`config.mk`:
```
export PLATFORM = sky130hd
export DESIGN_NAME = if_id_queue_flat
export DESIGN_NICKNAME = d
export VERILOG_FILES = /design/src/rtl/if_id_queue_if.sv /design/src/rtl/if_id_queue.sv /design/src/flat_wrapper.sv
export SDC_FILE = /design/constraint.sdc
export NUM_CORES = 1
export LEC_CHECK = 0
export BUFFER_PORTS_ARGS = -buffer_cell sky130_fd_sc_hd__buf_4
export CORE_MARGIN = 1.5
export CORE_UTILIZATION = 40
export DETAILED_ROUTE_END_ITERATION = 8
export HOLD_SLACK_MARGIN = 0.12
export PLACE_DENSITY = 0.66
export SETUP_SLACK_MARGIN = 0.4
export SLEW_MARGIN = 20
export SYNTH_ARGS = -nofsm -noshare
export SYNTH_HDL_FRONTEND = slang
export SYNTH_SLANG_ARGS = --single-unit
export TNS_END_PERCENT = 50
```
`constraint.sdc`:
```
create_clock -name clk -period 5.53 [get_ports clk]
set_input_delay 0.553 -clock clk [delete_from_list [all_inputs] [get_ports clk]]
set_output_delay 0.553 -clock clk [all_outputs]
set_load 0.02 [all_outputs]
```
`src/rtl/if_id_queue_if.sv`:
```
// Handshake bundle between instruction fetch, the IF/ID queue and decode.
// The master modport is the environment side: fetch and decode together.
// The slave modport is the queue itself.
interface if_id_queue_if #(
  parameter int XLEN = 32
);
  logic            f_valid;
  logic [XLEN-1:0] f_pc;
  logic [XLEN-1:0] f_instr;
  logic            f_ready;
  logic            flush;
  logic            d_valid;
  logic [XLEN-1:0] d_pc;
  logic [XLEN-1:0] d_instr;
  logic            d_misaligned;
  logic            d_ready;

  modport master (
    output f_valid, f_pc, f_instr, flush, d_ready,
    input  f_ready, d_valid, d_pc, d_instr, d_misaligned
  );

  modport slave (
    input  f_valid, f_pc, f_instr, flush, d_ready,
    output f_ready, d_valid, d_pc, d_instr, d_misaligned
  );
endinterface

```
`src/rtl/if_id_queue.sv`:
```
// IF/ID instruction queue: a circular FIFO of {pc, instr, misaligned} entries.
// It decouples fetch from decode stalls, and a taken-branch flush discards
// every buffered entry.
// Optional macro IF_ID_QUEUE_PERF_EN adds three saturating 32-bit
// performance counters: full stalls, decode bubbles and flushed entries.
module if_id_queue #(
  parameter int DEPTH = 2,
  parameter int XLEN  = 32
) (
  input  logic        clk,
  input  logic        reset_n,
  if_id_queue_if.slave bus
`ifdef IF_ID_QUEUE_PERF_EN
  ,
  output logic [31:0] stall_full_cnt,
  output logic [31:0] bubble_cnt,
  output logic [31:0] flushed_cnt
`endif
);

  localparam int AW = $clog2(DEPTH);
  localparam logic [AW:0] FULL_CNT = (AW+1)'(DEPTH);

  logic [XLEN-1:0] pc_mem    [DEPTH];
  logic [XLEN-1:0] instr_mem [DEPTH];
  logic            mis_mem   [DEPTH];

  logic [AW-1:0] rd_ptr_q, rd_ptr_d;
  logic [AW-1:0] wr_ptr_q, wr_ptr_d;
  logic [AW:0]   count_q, count_d;
  logic          push, pop;

  // Handshake decode: both ready/valid outputs come only from the registered
  // count, so there is no combinational path from any input to any output.
  assign bus.f_ready = (count_q != FULL_CNT);
  assign bus.d_valid = (count_q != '0);
  assign push = bus.f_valid & bus.f_ready & ~bus.flush;
  assign pop  = bus.d_valid & bus.d_ready & ~bus.flush;

  // The head entry is forced to zero while empty so stale storage never leaks.
  assign bus.d_pc         = bus.d_valid ? pc_mem[rd_ptr_q]    : '0;
  assign bus.d_instr      = bus.d_valid ? instr_mem[rd_ptr_q] : '0;
  assign bus.d_misaligned = bus.d_valid ? mis_mem[rd_ptr_q]   : 1'b0;

  // Next-state for the pointers and occupancy; flush overrides everything.
  always_comb begin
    rd_ptr_d = rd_ptr_q;
    wr_ptr_d = wr_ptr_q;
    count_d  = count_q;
    if (bus.flush) begin
      rd_ptr_d = '0;
      wr_ptr_d = '0;
      count_d  = '0;
    end else begin
      if (push) wr_ptr_d = wr_ptr_q + AW'(1);
      if (pop)  rd_ptr_d = rd_ptr_q + AW'(1);
      case ({push, pop})
        2'b10:   count_d = count_q + (AW+1)'(1);
        2'b01:   count_d = count_q - (AW+1)'(1);
        default: count_d = count_q;
      endcase
    end
  end

  // Control state register with asynchronous clear.
  always_ff @(posedge clk or negedge reset_n) begin
    if (!reset_n) begin
      rd_ptr_q <= '0;
      wr_ptr_q <= '0;
      count_q  <= '0;
    end else begin
      rd_ptr_q <= rd_ptr_d;
      wr_ptr_q <= wr_ptr_d;
      count_q  <= count_d;
    end
  end

  // Entry storage; written only on an accepted push and never reset.
  always_ff @(posedge clk) begin
    if (push) begin
      pc_mem[wr_ptr_q]    <= bus.f_pc;
      instr_mem[wr_ptr_q] <= bus.f_instr;
      mis_mem[wr_ptr_q]   <= |bus.f_pc[1:0];
    end
  end

`ifdef IF_ID_QUEUE_PERF_EN
  logic [31:0] stall_full_cnt_q, stall_full_cnt_d;
  logic [31:0] bubble_cnt_q, bubble_cnt_d;
  logic [31:0] flushed_cnt_q, flushed_cnt_d;
  logic [32:0] flushed_sum;

  // Saturating counter updates; flushed entries add the occupancy at the flush.
  always_comb begin
    stall_full_cnt_d = stall_full_cnt_q;
    bubble_cnt_d     = bubble_cnt_q;
    flushed_cnt_d    = flushed_cnt_q;
    flushed_sum      = {1'b0, flushed_cnt_q} + 33'(count_q);
    if (bus.f_valid && !bus.f_ready && (stall_full_cnt_q != '1))
      stall_full_cnt_d = stall_full_cnt_q + 32'd1;
    if (bus.d_ready && !bus.d_valid && (bubble_cnt_q != '1))
      bubble_cnt_d = bubble_cnt_q + 32'd1;
    if (bus.flush)
      flushed_cnt_d = flushed_sum[32] ? '1 : flushed_sum[31:0];
  end

  // Counters are cleared by reset only, never by flush.
  always_ff @(posedge clk or negedge reset_n) begin
    if (!reset_n) begin
      stall_full_cnt_q <= '0;
      bubble_cnt_q     <= '0;
      flushed_cnt_q    <= '0;
    end else begin
      stall_full_cnt_q <= stall_full_cnt_d;
      bubble_cnt_q     <= bubble_cnt_d;
      flushed_cnt_q    <= flushed_cnt_d;
    end
  end

  assign stall_full_cnt = stall_full_cnt_q;
  assign bubble_cnt     = bubble_cnt_q;
  assign flushed_cnt    = flushed_cnt_q;
`endif

endmodule

```
`src/flat_wrapper.sv`:
```
// flat-port wrapper written by rule: the top's interface ports become plain ports
module if_id_queue_flat 
#(
  parameter int DEPTH = 2,
  parameter int XLEN  = 32
)
  (clk, reset_n, bus_f_valid, bus_f_pc, bus_f_instr, bus_flush, bus_d_ready, bus_f_ready, bus_d_valid, bus_d_pc, bus_d_instr, bus_d_misaligned);
  if_id_queue_if #(.XLEN(XLEN)) bus_i ();
  input  logic clk;
  input  logic reset_n;
  input wire logic [$bits(bus_i.f_valid)-1:0] bus_f_valid;
  input wire logic [$bits(bus_i.f_pc)-1:0] bus_f_pc;
  input wire logic [$bits(bus_i.f_instr)-1:0] bus_f_instr;
  input wire logic [$bits(bus_i.flush)-1:0] bus_flush;
  input wire logic [$bits(bus_i.d_ready)-1:0] bus_d_ready;
  output wire logic [$bits(bus_i.f_ready)-1:0] bus_f_ready;
  output wire logic [$bits(bus_i.d_valid)-1:0] bus_d_valid;
  output wire logic [$bits(bus_i.d_pc)-1:0] bus_d_pc;
  output wire logic [$bits(bus_i.d_instr)-1:0] bus_d_instr;
  output wire logic [$bits(bus_i.d_misaligned)-1:0] bus_d_misaligned;
  assign bus_i.f_valid = bus_f_valid;
  assign bus_i.f_pc = bus_f_pc;
  assign bus_i.f_instr = bus_f_instr;
  assign bus_i.flush = bus_flush;
  assign bus_i.d_ready = bus_d_ready;
  assign bus_f_ready = bus_i.f_ready;
  assign bus_d_valid = bus_i.d_valid;
  assign bus_d_pc = bus_i.d_pc;
  assign bus_d_instr = bus_i.d_instr;
  assign bus_d_misaligned = bus_i.d_misaligned;
  if_id_queue #(.DEPTH(DEPTH), .XLEN(XLEN)) u_core (.clk(clk), .reset_n(reset_n), .bus(bus_i));
endmodule
```
==> results.toml, run 1 <==
[logic_synthesis]
avgSynthCellArea_um2 = 17.0
synth_warnings = 0
async_flop_share = 0.0299
yosysSeqAreaShare = 0.778
ys_seq_elements = 134
synth.distinct_cells = 22
synth_flop_cell = "edfxtp_1"
synth_edf_count = 130
synth.area.top_cells = "edfxtp_1 (76%), mux2i_1 (13%), nor2_1 (4.9%)"
synth_area_um2 = 5150
netlist_instances = 303
synth_nets = 372
yosysTopAreaCellShare = 0.759
synth_top_area_cell = "edfxtp_1"

[timing]
grt_setup_unrepaired = "false"
holdWs_ns = 0.329
fin_crit_sh = 0.514
clock_skew_ns = 0.00483
drv_slew = 0
max_freq_mhz = 352
fin_ws_ns = 2.69
finalHoldViolations = 0
worst_pin_slew_ns = 0.839
period_needed_ns = 2.84
slew_headroom = 0.439
finalSetupViolCount = 0

[place]
port_buffers = 135
pre_cts_ws_ns = 3.07
dpl.hpwl_mm = 6.31
gp_congestion = 0.754

[finish]
areaGrowthSynthToFinish_pct = 33.1
final_nets = 518
final_common_cell = "buf_4"
drive_gt1_frac = 0.370
diodes = 0
final_cell_mix = "buf_4 (140), edfxtp_1 (130), mux2i_1 (66), nor2_1 (66), clkbuf_16 (17)"
fill_cells = 1051

[cts]
cts_buffers = 17
tritoncts = "yes"
clkTransAtPathRegs_ns = 0.05
h-tree-depth = 4
root_buffer = "clkbuf_16"
cts_setup_buffers = 0
cts_buffer_depth = 2
cts_sinks = 134
clk_latency_ns = 0.41

[power]
clkPwrFrac = 0.387
p_leak_nw = 2.55
p_sw_mw = 0.538
p_int_mw = 1.84
peakVddDrop_mv = 0.205
powerDensity_nw_per_um2 = 348
swShare = 0.226
pwr-share-seq = 0.496
comb_power_share = 0.118
total_power_mw = 2.38

[setup_path]
endpoint_kind = "output pin"
required_ns = 4.98
rr_startpoint = "u_core.count_q[1]"
crit_arrival_ns = 2.29
start_kind = "register"
reg2reg_slack_ns = 3.56
ff2ff_path_depth = 5
crit_fanout = 35
path_class = "reg2out"
timing.rr.end = "u_core.instr_mem[1][14]"

[floorplan]
die_w_um = 116
start_util = 0.409
rows = 41
pin_count = 136
core_region_area_um2 = 12600
die_area_um2 = 13600
die_h_um = 116

[global_route]
antenna_found_initial = 0
grt_pass1_wl_mm = 14.5
grt_max_degree = 39
grt-ovfl-total = 0
grtUsageTotal = 0.147
grt_pass1_vias = 3000

[min_path]
hold_path.class = "in2reg"
hold_end = "u_core.instr_mem[0][3]"
whs_path_depth = 1
worstHoldStart = "bus_f_instr[3]"

[route]
ant_nets = 0
drc = 0
avgRoutedWirePerCell_um = 15.4
via_per_inst = 4.66
drt_first_pass_iters = 4
drtIter0Drc = 133
wirelength_mm = 9.70
vias = 2945

[status]
status = "finished clean"

[flow_run]
maxCapViolations = 0
flip-flops by register name (all words and copies together) (netlist names):
signal	cells
u_core.count_q	2
u_core.instr_mem	64
u_core.mis_mem	2
u_core.pc_mem	64
u_core.rd_ptr_q	1
u_core.wr_ptr_q	1
how the worst max path moves through the flow:
stage                      start                     end  slack, ns  cells past startpoint
2_1_floorplan  u_core.count_q[1]  u_core.instr_mem[0][0]      -0.31                      4
3_3_place_gp   u_core.count_q[0]            bus_d_pc[13]       3.10                      4
3_5_place_dp   u_core.count_q[0]         bus_d_instr[23]       3.07                      4
4_1_cts        u_core.count_q[0]         bus_d_instr[23]       2.62                      4
5_1_grt        u_core.count_q[0]            bus_d_pc[13]       2.49                      4
6_report       u_core.count_q[0]         bus_d_instr[23]       2.69                      4
through the flow:
step,util,cell area [µm²],cells,TNS (ns)
after floorplan,-,5150,303,-19.92
after global placement,0.504,6330,600,0
after detailed placement,0.506,6360,601,0
after CTS,0.545,6850,632,0
after global routing,0.545,6850,632,0
final,0.545,6850,632,0
cell usage after synthesis (2+ instances only):
master / number
clkbuf_1: 2
o21ai_0: 2
or2_2: 2
nor2_1: 67
buf_6: 5
inv_1: 2
buf_2: 6
dfrtp_1: 4
buf_4: 2
edfxtp_1: 130
a21oi_1: 4
nor3b_1: 2
mux2i_1: 66
per-layer routing:
| layer | global-route usage | routed length, µm | up-vias |
|---|---|---|---|
| li1 | - | - | 1418 |
| met3 | 0.0607 | 738 | 13 |
| met2 | 0.236 | 4660 | 100 |
| met5 | 0 | 0 | - |
| met1 | 0.176 | 4140 | 1414 |
| met4 | 0.0659 | 166 | 0 |
repair_timing:
action,CTS,global route
hold buffers,1,0
gates resized for setup,0,0
endpoints found under the setup margin,0,0
endpoints found under the hold margin,4,0
cell type report:
class                           count  area (µm²)  area share
Tap cell                          172         215      0.0314
Sequential cell                   134        4010       0.585
Clock buffer                       22         444      0.0649
Timing Repair Buffer              142        1090       0.159
Clock inverter                      8        36.3     0.00530
Inverter                            3        11.3     0.00164
Multi-Input combinational cell    151        1050       0.153
power by group through the flow:
stage / logic (mW) / clock network, mW / registers (mW)
after global placement: 0.267 / 0 / 1.21
final: 0.280 / 0.921 / 1.18
after floorplan: 0.166 / 0 / 1.19
after CTS: 0.285 / 0.943 / 1.18
after global routing: 0.303 / 0.982 / 1.18
after detailed placement: 0.284 / 0 / 1.20
worst max-delay path, cell delays in order, from the launching register on:
cell,delay [ns]
dfrtp_1,0.45
nor2_4,0.69
buf_4,0.44
nor2_1,0.11
buf_4,0.17
cells by family after synthesis:
family / Yosys count / synth area share
flops: 134 / 0.778
simple gates: 76 / 0.0598
mux: 66 / 0.128
buf+inv: 18 / 0.0233
compound gates: 8 / 0.00875
xor+xnor: 1 / 0.00170
Power figures use the tool's default switching activity.
==> inputs of run 2 (changes only) <==
ABC_AREA = 1   (was not set)
clock period = 2.6 ns   (was 5.53 ns; I/O delays follow)
==> run 2 against run 1 <==
Compared with the run above: clock-buffer cell count down 2; critical endpoint is now bus_d_pc[29]; critical path type unchanged; total power grew to 3.1 times the previous value; largest power group unchanged; die area shrank 0.54%; final cell count up 23%.
==> results.toml, run 2 <==
[cts]
root_buffer = "clkbuf_16"
clk_latency_ns = 0.40
tritoncts = "yes"
clkTransAtPathRegs_ns = 0.05
cts_buffer_depth = 2
cts_buffers = 17
h-tree-depth = 4
cts_sinks = 134

[global_route]
grtUsageTotal = 0.172
grt_max_degree = 39
grt-ovfl-total = 0
antenna_found_initial = 0
grt_pass1_wl_mm = 17.4
grt_pass1_vias = 3543

[floorplan]
start_util = 0.407
die_h_um = 116
die_area_um2 = 13500
rows = 41
core_region_area_um2 = 12600
pin_count = 136
die_w_um = 116

[logic_synthesis]
yosysSeqAreaShare = 0.782
netlist_instances = 389
avgSynthCellArea_um2 = 13.2
synth.distinct_cells = 18
netlist_top_cells_count = "nand2_1 (143), edfxtp_1 (130), a21oi_1 (66), buf_2 (17), inv_1 (7)"
synth_warnings = 0
async_flop_share = 0.0299
synth_edf_count = 130
synth_nets = 458
synth.area.top_cells = "edfxtp_1 (76%), nand2_1 (10%), a21oi_1 (6.5%)"
synth_area_um2 = 5120
synth_top_area_cell = "edfxtp_1"
synth_flop_cell = "edfxtp_1"
ys_seq_elements = 134
yosysTopAreaCellShare = 0.763
yosysMostFrequentCell = "nand2_1"

[finish]
drive_gt1_frac = 0.297
fill_cells = 959
areaGrowthSynthToFinish_pct = 47.1
final_util = 0.599
final_cell_mix = "nand2_1 (143), buf_4 (143), edfxtp_1 (130)"
diodes = 0
final_nets = 666
reg.largest.list = "u_core.instr_mem x64, u_core.pc_mem x64"

[setup_path]
endpoint_kind = "output pin"
cp_cell_sequence = "inv_2 > buf_6 > nand2_1 > a21oi_1 > buf_4"
cp_slowest_cell = "dfrtp_4"
crit_arrival_ns = 1.88
crit_family = "flip-flops"
start_kind = "register"
critPathBufInv = 3
crit_fanout = 29
critPathMaxStageDelay_ns = 0.58
required_ns = 2.34
path_class = "reg2out"

[power]
p_leak_nw = 3.01
powerDensity_nw_per_um2 = 980
total_power_mw = 7.38
peakVddDrop_mv = 0.467

[status]
status = "finished clean"

[place]
gp_congestion = 0.843
port_buffers = 135
pre_cts_ws_ns = 0.790
dpl.hpwl_mm = 6.66

[min_path]
hold_path.class = "in2reg"

[timing]
fin_ws_ns = 0.460
grt_setup_unrepaired = "true"
clock_skew_ns = 0.00488
slew_headroom = 0.659
finalSetupViolCount = 0
period_needed_ns = 2.14
finalHoldViolations = 0
worst_pin_slew_ns = 0.512
max_freq_mhz = 467
drv_slew = 0
fin_crit_sh = 0.823

[route]
drtIter0Drc = 192
drc = 0
avgRoutedWirePerCell_um = 14.6
ant_nets = 0
wirelength_mm = 11.4
drt_first_pass_iters = 4
via_per_inst = 4.64
vias = 3613

[flow_run]
maxCapViolations = 0
==> run 2: cell types whose count changed after synthesis, sizes merged, moves of 2 or more <==
| cell | delta |
|---|---|
| mux2i | -66 |
| inv | +6 |
| nor3b | -2 |
| buf | +6 |
| nor2 | -64 |
| a21oi | +63 |
| nand3 | +2 |
| nand2 | +147 |
==> run 2: worst reg2reg max path: stages, from the launching register on <==
cell and delay [ns]:
dfrtp_1 0.44, inv_2 0.09, nand2_4 0.08, nand2_4 0.08
nor2_1 0.09, nand2_1 0.08, inv_2 0.06, buf_4 0.39
==> run 2: repair_timing <==
item,in CTS,in global routing
resized for setup,1,3
setup endpoints to repair,3,35
hold buffers,65,0
hold endpoints to repair,132,0
cloned,0,0
buffers inserted,0,0
==> run 2: layout make-up <==
class	count	area, µm²	share of cell area
repair buffers	210	1750	0.233
inverters	9	33.8	0.00449
well taps	172	215	0.0286
multi-input cells	225	996	0.132
clock inverters	9	87.6	0.0116
clock buffers	20	437	0.0580
flip-flops and latches	134	4010	0.532
==> run 2: worst paths after layout <==
kind                                         from                    to  slack (ns)  depth (start not counted)
max in group asynchronous                 reset_n       u_core.rd_ptr_q        2.29                          2
worst max register to register  u_core.count_q[0]  u_core.pc_mem[0][16]        0.90                          7
worst min register to register    u_core.wr_ptr_q       u_core.wr_ptr_q        0.59                          2
worst min-delay path                  bus_d_ready       u_core.rd_ptr_q        0.16                          3
min in group asynchronous                 reset_n     u_core.count_q[1]        0.20                          2
worst max-delay path              u_core.rd_ptr_q          bus_d_pc[29]        0.46                          5
==> run 2: kinds of logic (layout without fill, tap and decap cells) <==
| kind of cell | after synthesis | in the layout | synth area share |
|---|---|---|---|
| AOI/OAI and AO/OA | 69 | 69 | 0.0682 |
| and+or+nand+nor | 156 | 156 | 0.122 |
| buffers and inverters | 30 | 248 | 0.0276 |
| DFF | 134 | 134 | 0.782 |
==> run 2: power by group <==
part,switching (mW),internal [mW]
registers,0.0881,2.59
logic,1.60,0.954
clock network,0.771,1.37
total,2.46,4.91
==> run 2: routing by layer <==
metal  GRT usage  vias up  wire length (µm)
met1       0.214     1722              5030
met3      0.0472       11               537
met2       0.289      105              5730
met4      0.0683        0               112
met5           0        -                 0
li1            -     1775                 -
==> run 2: per-stage QoR <==
step                      hold slack (ns)  cell area, µm²  setup TNS, ns  cells
after global routing                0.177            7530              0    779
after CTS                           0.144            7520              0    779
after floorplan                   -0.0356            5130         -0.286    389
final                               0.164            7530              0    779
after detailed placement           0.0598            6340              0    685
after global placement             0.0604            6340              0    685
==> inputs of run 3 (changes only) <==
PLACE_DENSITY = not set   (was 0.66)
clock period = 2 ns   (was 2.6 ns; I/O delays follow)
==> run 3 against run 2 <==
Compared with the run above: sequential cell count did not move; wire length rose by 19%; combinational power is 77% higher; sequential share of layout area down 5.0 points; worst setup slack got worse by 0.27 ns; largest power group is now combinational logic; design area increased by 10%; final cell count grew 3.0%; via count increased by 5.1%; critical path type unchanged; critical path depth up 1; highest routed layer unchanged; clock-buffer cell count unchanged; global-route usage up 1.4 points.
==> results.toml, run 3 (synthesis results as in run 2) <==
[timing]
finalHoldViolations = 0
fin_ws_ns = 0.188
holdWs_ns = 0.178
fin_crit_sh = 0.906
drv_slew = 0
finalSetupViolCount = 0
max_freq_mhz = 552
period_needed_ns = 1.81
clock_skew_ns = 0.00591
grt_setup_unrepaired = "true"
worst_pin_slew_ns = 0.325
slew_headroom = 0.783

[floorplan]
start_util = 0.407
pin_count = 136
die_area_um2 = 13500
die_h_um = 116
die_w_um = 116
core_region_area_um2 = 12600
rows = 41

[min_path]
worstHoldStart = "bus_f_valid"
hold_end = "u_core.wr_ptr_q"
hold_path.class = "in2reg"
whs_path_depth = 4

[cts]
tritoncts = "yes"
cts_sinks = 134
cts_buffers = 17
clk_latency_ns = 0.40
cts_buffer_depth = 2
clkTransAtPathRegs_ns = 0.05
h-tree-depth = 4
root_buffer = "clkbuf_16"

[setup_path]
rr_startpoint = "u_core.count_q[0]"
critPathMaxStageDelay_ns = 0.45
reg2reg_slack_ns = 0.51
required_ns = 1.80
crit_fanout = 6
path_class = "reg2out"
cp_slowest_cell = "dfrtp_2"
crit_top_cell = "buf_6"
cp_cell_sequence = "clkinv_4 > buf_6 > buf_12 > nand2_2 > a21oi_4 > buf_6"
start_kind = "register"
endpoint_kind = "output pin"
ff2ff_path_depth = 5
crit_arrival_ns = 1.61
timing.rr.end = "u_core.pc_mem[1][23]"

[route]
ant_nets = 0
vias = 3796
avgRoutedWirePerCell_um = 16.9
wirelength_mm = 13.6
drc = 0
drtIter0Drc = 155
via_per_inst = 4.73
drt_first_pass_iters = 4

[global_route]
grtUsageTotal = 0.186
grt_pass1_vias = 3749
grt_pass1_wl_mm = 18.5
grt-ovfl-total = 0
grt_max_degree = 67
antenna_found_initial = 0

[finish]
reg.largest.list = "u_core.instr_mem x64, u_core.pc_mem x64"
final_cell_mix = "nand2_1 (131), edfxtp_1 (130), buf_4 (120)"
final_common_cell = "nand2_1"
final_nets = 686
drive_gt1_frac = 0.389
diodes = 0
finalInstanceArea_um2 = 8300
areaGrowthSynthToFinish_pct = 62.2

[power]
total_power_mw = 11.0
powerDensity_nw_per_um2 = 1320
peakVddDrop_mv = 0.613
p_leak_nw = 3.27

[place]
port_buffers = 135
pre_cts_ws_ns = 0.394
dpl.hpwl_mm = 6.79
gp_congestion = 0.700
place_area_um2 = 6390

[status]
status = "finished clean"

[flow_run]
maxCapViolations = 0
run 3: final cells by class:
class / count / area (µm²)
Clock buffer: 20 / 437
Clock inverter: 12 / 135
Fill cell: 933 / 4270
Inverter: 9 / 38.8
Multi-Input combinational cell: 225 / 1200
Sequential cell: 134 / 4010
Tap cell: 172 / 215
Timing Repair Buffer: 230 / 2270
run 3: metrics by stage:
| step | std cells | util | setup TNS (ns) |
|---|---|---|---|
| 2_1_floorplan | 389 | - | -69.37 |
| 3_3_place_gp | 685 | 0.508 | 0 |
| 3_5_place_dp | 685 | 0.508 | 0 |
| 4_1_cts | 795 | 0.626 | 0 |
| 5_1_grt | 802 | 0.661 | 0 |
| 6_report | 802 | 0.661 | 0 |
run 3: how the worst max path moves through the flow:
stage,start,end,slack (ns),depth (start not counted)
after floorplan,u_core.count_q[0],u_core.instr_mem[1][0],-0.60,4
after global placement,u_core.rd_ptr_q,bus_d_pc[29],0.40,4
after detailed placement,u_core.rd_ptr_q,bus_d_instr[23],0.39,4
after CTS,u_core.rd_ptr_q,bus_d_instr[23],0.16,6
after global routing,u_core.rd_ptr_q,bus_d_instr[22],0.13,6
final,u_core.rd_ptr_q,bus_d_instr[23],0.19,6
run 3: layer usage:
layer	up-vias	part of all wire	GRT usage
met5	-	0	0
met4	0	0.011	0.0764
met3	10	0.056	0.0503
met2	123	0.52	0.311
met1	1843	0.42	0.232
li1	1820	-	-
run 3: worst max-delay path, delay by kind of cell (launching register included):
| family | cells | cell delay, ns |
|---|---|---|
| DFF | 1 | 0.45 |
| buffers and inverters | 4 | 0.50 |
| and+or+nand+nor | 1 | 0.07 |
| AOI/OAI and AO/OA | 1 | 0.19 |
run 3: what timing repair did:
item / 4_1_cts / 5_1_grt
hold endpoints to repair: 137 / 0
gates cloned: 3 / 6
endpoints found under the setup margin: 65 / 154
pin swaps: 0 / 12
hold buffers: 68 / 0
buffers inserted: 7 / 1
resized for setup: 19 / 72
run 3: report_power, final:
group	internal, mW	switching [mW]	total [mW]
registers	3.37	0.0992	3.47
clock network	1.93	1.07	3.00
logic	1.95	2.57	4.52
